===== src/rtl/seg_scan_driver.sv =====
// Four-digit multiplexed 7-segment scanner with a double-buffered display word,
// per-slot dead time and optional leading-zero blanking.
module seg_scan_driver #(
  parameter int TICK_DIV = 100000,
  parameter int DEAD     = 4
) (
  input  logic        clk,
  input  logic        rst,
  input  logic        data_valid,
  input  logic [31:0] data_in,
  input  logic        page,
  input  logic        blank_lz,
  output logic [3:0]  anode,
  output logic [6:0]  seg,
  output logic        frame_done
);

  localparam int            PW     = (TICK_DIV > 1) ? $clog2(TICK_DIV) : 1;
  localparam logic [PW-1:0] LAST   = PW'(TICK_DIV - 1);
  localparam logic [PW-1:0] DEAD_C = PW'(DEAD);

  logic [PW-1:0] prescaler;
  logic [1:0]    digit;
  logic [31:0]   shadow;
  logic [31:0]   display;
  logic          page_q;

  logic          tick;
  logic          boundary;
  logic [15:0]   half;
  logic [3:0]    nibble;
  logic          blanked;
  logic          lit;
  logic [3:0]    anode_next;
  logic [6:0]    seg_next;

  function automatic logic [6:0] hex7(input logic [3:0] v);
    case (v)
      4'h0:    hex7 = 7'b1000000;
      4'h1:    hex7 = 7'b1111001;
      4'h2:    hex7 = 7'b0100100;
      4'h3:    hex7 = 7'b0110000;
      4'h4:    hex7 = 7'b0011001;
      4'h5:    hex7 = 7'b0010010;
      4'h6:    hex7 = 7'b0000010;
      4'h7:    hex7 = 7'b1111000;
      4'h8:    hex7 = 7'b0000000;
      4'h9:    hex7 = 7'b0010000;
      4'hA:    hex7 = 7'b0001000;
      4'hB:    hex7 = 7'b0000011;
      4'hC:    hex7 = 7'b1000110;
      4'hD:    hex7 = 7'b0100001;
      4'hE:    hex7 = 7'b0000110;
      default: hex7 = 7'b0001110;
    endcase
  endfunction

  assign tick     = (prescaler == LAST);
  assign boundary = tick && (digit == 2'd3);

  always_ff @(posedge clk or posedge rst) begin
    if (rst) begin
      prescaler <= '0;
      digit     <= '0;
      shadow    <= '0;
      display   <= '0;
      page_q    <= 1'b0;
    end else begin
      prescaler <= tick ? '0 : prescaler + 1'b1;
      if (tick)
        digit <= digit + 2'd1;
      if (data_valid)
        shadow <= data_in;
      // NOTE: non-blocking assignments mean display samples shadow's value from
      // before this edge, so a capture on the boundary cycle waits a full frame.
      if (boundary) begin
        display <= shadow;
        page_q  <= page;
      end
    end
  end

  always_comb begin
    // NOTE: every signal gets a default first so no path can infer a latch.
    blanked    = 1'b0;
    half       = page_q ? display[31:16] : display[15:0];
    nibble     = half[{digit, 2'b00} +: 4];
    case (digit)
      2'd1:    blanked = blank_lz && (half[15:4]  == 12'h000);
      2'd2:    blanked = blank_lz && (half[15:8]  == 8'h00);
      2'd3:    blanked = blank_lz && (half[15:12] == 4'h0);
      default: blanked = 1'b0;
    endcase
    lit        = (prescaler >= DEAD_C) && !blanked;
    anode_next = lit ? ~(4'b0001 << digit) : 4'b1111;
    seg_next   = lit ? hex7(nibble) : 7'b1111111;
  end

  always_ff @(posedge clk or posedge rst) begin
    if (rst) begin
      anode      <= 4'b1111;
      seg        <= 7'b1111111;
      frame_done <= 1'b0;
    end else begin
      anode      <= anode_next;
      seg        <= seg_next;
      frame_done <= boundary;
    end
  end

endmodule


===== config.mk =====
export PLATFORM = sky130hd
export DESIGN_NAME = seg_scan_driver
export DESIGN_NICKNAME = d
export VERILOG_FILES = /design/src/rtl/seg_scan_driver.sv
export SDC_FILE = /design/constraint.sdc
export NUM_CORES = 1
export LEC_CHECK = 0
export ABC_AREA = 1
export BUFFER_PORTS_ARGS = -buffer_cell sky130_fd_sc_hd__buf_2
export CORE_MARGIN = 10
export CORE_UTILIZATION = 50
export DETAILED_ROUTE_END_ITERATION = 7
export PLACE_DENSITY = 0.77
export SKIP_LAST_GASP = 1
export SYNTH_ARGS = -nofsm -noshare
export SYNTH_HDL_FRONTEND = slang
export SYNTH_SLANG_ARGS = --single-unit

===== constraint.sdc =====
create_clock -name clk -period 3.8 [get_ports clk]
set_input_delay 0.19 -clock clk [delete_from_list [all_inputs] [get_ports clk]]
set_output_delay 0.19 -clock clk [all_outputs]
set_load 0.02 [all_outputs]

; ---- Yosys cells after proc, flatten, opt, wreduce, memory -nomap -nowiden
; Memory sizes are Yosys's and may differ from the RTL's.
; Cells that the tools add are included.
[totals]
output_inout_bits = 12
latchBits = 0
regBits = 96
romBits = 112
input_bits = 37
ramBits = 0
elab_cells = 33
memories = 1
[op_classes]
n_lt_le_gt_ge = 1
n_eq_ne = 4
reduce_logical = 9
bitwise = 1
muxes = 5
add_sub_neg = 2
shifts = 2
n_mul = 0
div_mod_pow = 0
[mem_list]
columns = memory, depth, word_bits, read_ports, rd_ports_with_merged_regs, write_ports, line
row1 = (name not given), 16, 7, 1, 0, 0, 38  ; case (v)
[ops]
columns = operator, count
row1 = $add A17 B1 Y17 const B, 1
row2 = $eq A17 B17 Y1 const B, 1
row3 = $ge A17 B3 Y1 const B, 1
row4 = $mux W17, 1
row5 = $mux W16, 1
row6 = $shiftx A16 B5 Y4, 1
row7 = $logic_not A12 Y1, 1
row8 = $logic_not A8 Y1, 1
row9 = $mux W7, 1
row10 = $logic_and A1 B1 Y1, 5
row11 = $eq A2 B2 Y1 const B, 2
row12 = $logic_not A4 Y1, 1
row13 = $mux W4, 1
row14 = $not A4 Y4, 1
row15 = $shl A1 B2 Y4 const A, 1
row16 = $pmux W1 S3, 1
row17 = $add A2 B1 Y2 const B, 1
row18 = $eq A2 B1 Y1 const B, 1
row19 = $logic_not A1 Y1, 1

; ---- Longest topological paths before layout
[logic_depth]
ltp_word = 7
depth_mapped = 15
ltp_nobuf = 14

; ---- Worst setup path before layout
; Ideal clock, no wire load.
[synth_path]
kind = flip-flop to flip-flop
start = reg page_q
end = reg seg[3]
arrival_time_ps = 1509
setup_slack_ps = 2216
t_required_ps = 3724
stages_incl_launch_ff = 15
period_less_slack_ps = 1584
path_buffers = 1
cell_sequence = dfrtp_1 > inv_2 > buf_6 > nand2_1 > nand2_1 > nand2_1 > nand3_1 > nand2_1 > ha_1 > inv_1 > nand3_1 > nand3_1 > nand2_1 > inv_1 > nand2_1
[synth_via]
elab_chain_len = 7
[synth_rtl]
columns = element, line
row1 = from (decl), 26  ; logic page_q;
row2 = from (signal assigned), 78  ; page_q <= page;
row3 = $mux W16 (*), 86  ; half = page_q ? display[31:16] : display[15:0];
row4 = "parallel branches: the longest is 5 deep, another holds $mem_v2 Z16 W7", -
row5 = $mux W7 (*), 96  ; seg_next = lit ? hex7(nibble) : 7'b1111111;
row6 = net seg_next[3], 35  ; logic [6:0] seg_next;
row7 = to (signal assigned), 106  ; seg <= seg_next;
row8 = to (decl), 14  ; output logic [6:0] seg,
; Mark *: on every way through the listed nets, which the timed path passes.
; A chain may end at the register's enable or synchronous reset.

; ---- Final worst setup path
[layout_path]
start = reg digit[0]
end = reg page_q
[layout_via]
elab_chain_len = 2
[layout_rtl]
columns = element, line
row1 = from (decl), 23  ; logic [1:0] digit;
row2 = from (signal assigned), 71  ; digit <= digit + 2'd1;
row3 = $eq A2 B2 Y1, 59  ; assign boundary = tick && (digit == 2'd3);
row4 = $logic_and A1 B1 Y1, 59
; Every way passes these cells.

==> key figures <==
Critical path
  – Worst EP required: around 4.1 ns
  – R2R depth: 5
  – CP delay by family, top: simple AND/OR/NAND/NOR gates
  – Critical path, cell by cell: ha_1 > clkinv_1 > nor2_8 > nand2_1 > o21ai_1
  – Crit. path cell count: 5
  – Worst setup EP type: register
  – Slowest cell delay on critical path: between 0.6 and 0.7 ns
  – CP arrival: 2.72 ns
  – Worst setup SP type: register
  – Critical path peak fanout: between 40 and 50
  – Setup CP Type: register to register
  – Slowest CP cell: nor2_8
  – CP bufs+invs: 1

STA
  – Final worst-path cycle share: a little under two thirds
  – Tmin final: about 2.4 ns
  – Final hold violation count: 0
  – Setup Skew: between 0.009 and 0.01 ns
  – Fmax achieved: 413 MHz
  – Final setup viols: 0
  – Worst slew pin tran: ~0.73 ns
  – Sum Neg Setup Slack: 0 ns
  – Slew Limit Headroom: 50.8%
  – RSZ-0062 raised after global routing: false
  – Pins Over Slew Limit: 0

GRT
  – Number of global-route vias before repair: between 3000 and 4000
  – First-pass GRT wire length: 16200 um
  – Gr usage total: approximately 15%
  – Largest net degree at the start of global routing: 42
  – Antenna violations before repair: 0
  – Total grt overflow: 0

Die
  – Die area: approximately 0.014 mm^2
  – Die width: 117 um
  – CORE AREA: between 0.009 and 0.01 mm^2
  – Die height: 117 um
  – Top Ports: 49
  – # rows: 35
  – Initial Util: between 50% and 60%

CTS
  – Root Buffer: clkbuf_8
  – CTS sink cnt: 96
  – CTS H-tree depth: 3
  – TritonCTS buffer count: 9
  – CTS tree: done
  – Post-CTS Setup Repair Bufs: 0
  – Maximum root-to-sink buffer count: 2
  – Clock transition at path regs: about 0.10 ns
  – Insertion delay to the later sink of the worst-skew pair: roughly 0.37 ns

Logic synthesis
  – Mapped Cells: between 500 and 600
  – Seq/Total Area, Yosys: 51.5%
  – EDFF count, synth: 0
  – Seq cells post-synth: between 90 and 100
  – Mean Syn Cell Area: between 8 and 9 um^2
  – Ys Warns: 0
  – Asr flop ratio synth: 100%
  – Cell variety after synth: 34
  – Cell area after synthesis: approximately 0.0047 mm^2
  – Top cells by instance count after synthesis: nand2_1 (172), dfrtp_1 (85), inv_1 (40), o21ai_0 (35), mux2_2 (32)
  – Syn Nets: around 570
  – Proportion of netlist area held by the largest area contributor: between 40 and 50%
  – Count leader, synth: nand2_1
  – Dominant synthesized flop cell: dfrtp_1
  – Top cells by area, synth: dfrtp_1 (45%), nand2_1 (14%), mux2_2 (7.7%)
  – Post-synth top area cell: dfrtp_1

Placed design
  – I/O Buffers: 48
  – Final Wtd Congestion: between 0.9 and 1
  – Area after DPL: 0.00495 mm^2
  – Detailed placer's ending HPWL: roughly 7000 um

Drt
  – Drc violations: 0
  – ANT nets after route: 0
  – Router iterations before antenna repair: 5
  – DRT iter0 DRCs: approximately 280
  – Total length of routed wires: ~9500 um
  – Routed length per instance: 14.0 um
  – Vias: 3571
  – Drt via density: between 5 and 6

Hold path
  – Hold Path Stages: 2
  – HP Class: input pin to register

Power
  – Maximum vdd ir drop: between 0.2 and 0.3 mV
  – Pwr dens: 359 mW/mm^2
  – Leakage power: around 2.7 nW

Finish
  – P&R area growth vs syn: 10.3%
  – Share of cells above drive strength 1: between 20% and 30%
  – Final net count: 615
  – Final Cell Area: slightly above 0.005 mm^2
  – Ant diodes: 0

Run
  – # Max-Cap Violations: 0

Outcome
  – Status: finished, final reports clean
-- layer usage --
layer / global-route usage, % / share of wire, % / vias up
li1: - / - / 1766
met1: 17.9 / 44 / 1698
met2: 24.5 / 49 / 94
met3: 3.67 / 5.4 / 13
met4: 5.11 / 1.3 / 0
met5: 0 / 0 / -
-- path summary, 6_finish.rpt --
| kind | end | startpoint | slack, ns |
|---|---|---|---|
| max in group asynchronous | seg[2] | rst | 2.52 |
| max | page_q | digit[0] | 1.38 |
| min | shadow[0] | data_in[0] | 0.04 |
| max reg2reg | page_q | digit[0] | 1.38 |
| min in group asynchronous | shadow[7] | rst | 0.40 |
| min reg2reg | prescaler[0] | prescaler[0] | 0.48 |
-- where the power goes --
part	internal (W)	total, W	switching, W
clock network	0.000331	0.000703	0.000371
registers	0.00106	0.00107	0.0000193
logic	0.0000446	0.0000823	0.0000376
-- layout make-up --
type,instances,area [um^2]
Fill cell,812,4020
Clock inverter,6,75.1
Timing Repair Buffer,51,265
Multi-Input combinational cell,363,1970
Inverter,45,170
Clock buffer,10,138
Tap cell,111,139
Sequential cell,96,2420
-- state kept, by name (all words and copies together) (netlist names) --
signal / count
prescaler: 17
frame_done: 1
page_q: 1
seg: 7
display: 32
anode: 4
shadow: 32
digit: 2
-- worst reg2reg max path, cell delays in order (launching register included) --
cell and delay, ns:
dfrtp_1 0.60, ha_1 0.27, clkinv_1 0.59, nor2_8 0.66, nand2_1 0.13, o21ai_1 0.10
-- timing repair --
item,in CTS,in global routing
endpoints found under the hold margin,34,0
hold buffers,1,0
resized for setup,0,0
setup endpoints to repair,0,0
-- metrics by stage --
step | utilization (%) | setup WS, ns | power (W) | hold WS (ns) | std cells
global route | 56.3 | 1.17 | 0.00194 | 0.0219 | 682
global placement | 53.9 | 1.53 | 0.00117 | 0.259 | 665
finish | 56.3 | 1.38 | 0.00186 | 0.0424 | 682
floorplan | - | 1.12 | 0.00114 | 0.317 | 523
detailed placement | 53.9 | 1.41 | 0.00118 | 0.267 | 665
CTS | 56.3 | 1.38 | 0.00189 | 0.0262 | 682
-- cells in the final DEF, fill, tap and decap left out --
master	count
clkinv_1	1
o21ai_2	1
nor2_2	3
dlygate4sd3_1	1
nand3_1	27
and3_4	1
nand3b_1	2
ha_1	12
o211ai_1	3
nand3_2	2
xnor2_1	1
clkinvlp_4	1
inv_6	1
dfstp_2	11
buf_4	2
buf_2	48
a21oi_2	1
nor3_1	9
nor2_8	1
xor2_1	4
o21ai_1	6
inv_2	4
nand2_4	2
nor2_1	24
nand2_1	172
inv_8	1
mux2_2	32
o21a_1	1
clkinv_4	2
o21ai_0	35
a21oi_1	7
bufinv_16	1
inv_1	39
a31oi_1	1
clkbuf_8	10
dfrtp_1	85
nand4_1	11
nor4_1	2
nand2_2	3
clkinv_2	1
-- logic make-up (layout without fill, tap and decap cells) --
| family | after synthesis | count (layout) | share of synthesized area [%] |
|---|---|---|---|
| AO/OA/AOI/OAI | 55 | 55 | 6.27 |
| adder cells (fa/ha/maj) | 12 | 12 | 3.20 |
| buffers and inverters | 64 | 112 | 6.48 |
| multiplexers | 32 | 32 | 7.68 |
| XOR/XNOR | 5 | 5 | 0.933 |
| flip-flops | 96 | 96 | 51.5 |
| AND/OR/NAND/NOR | 259 | 259 | 23.9 |
Power figures use the tool's default switching activity.
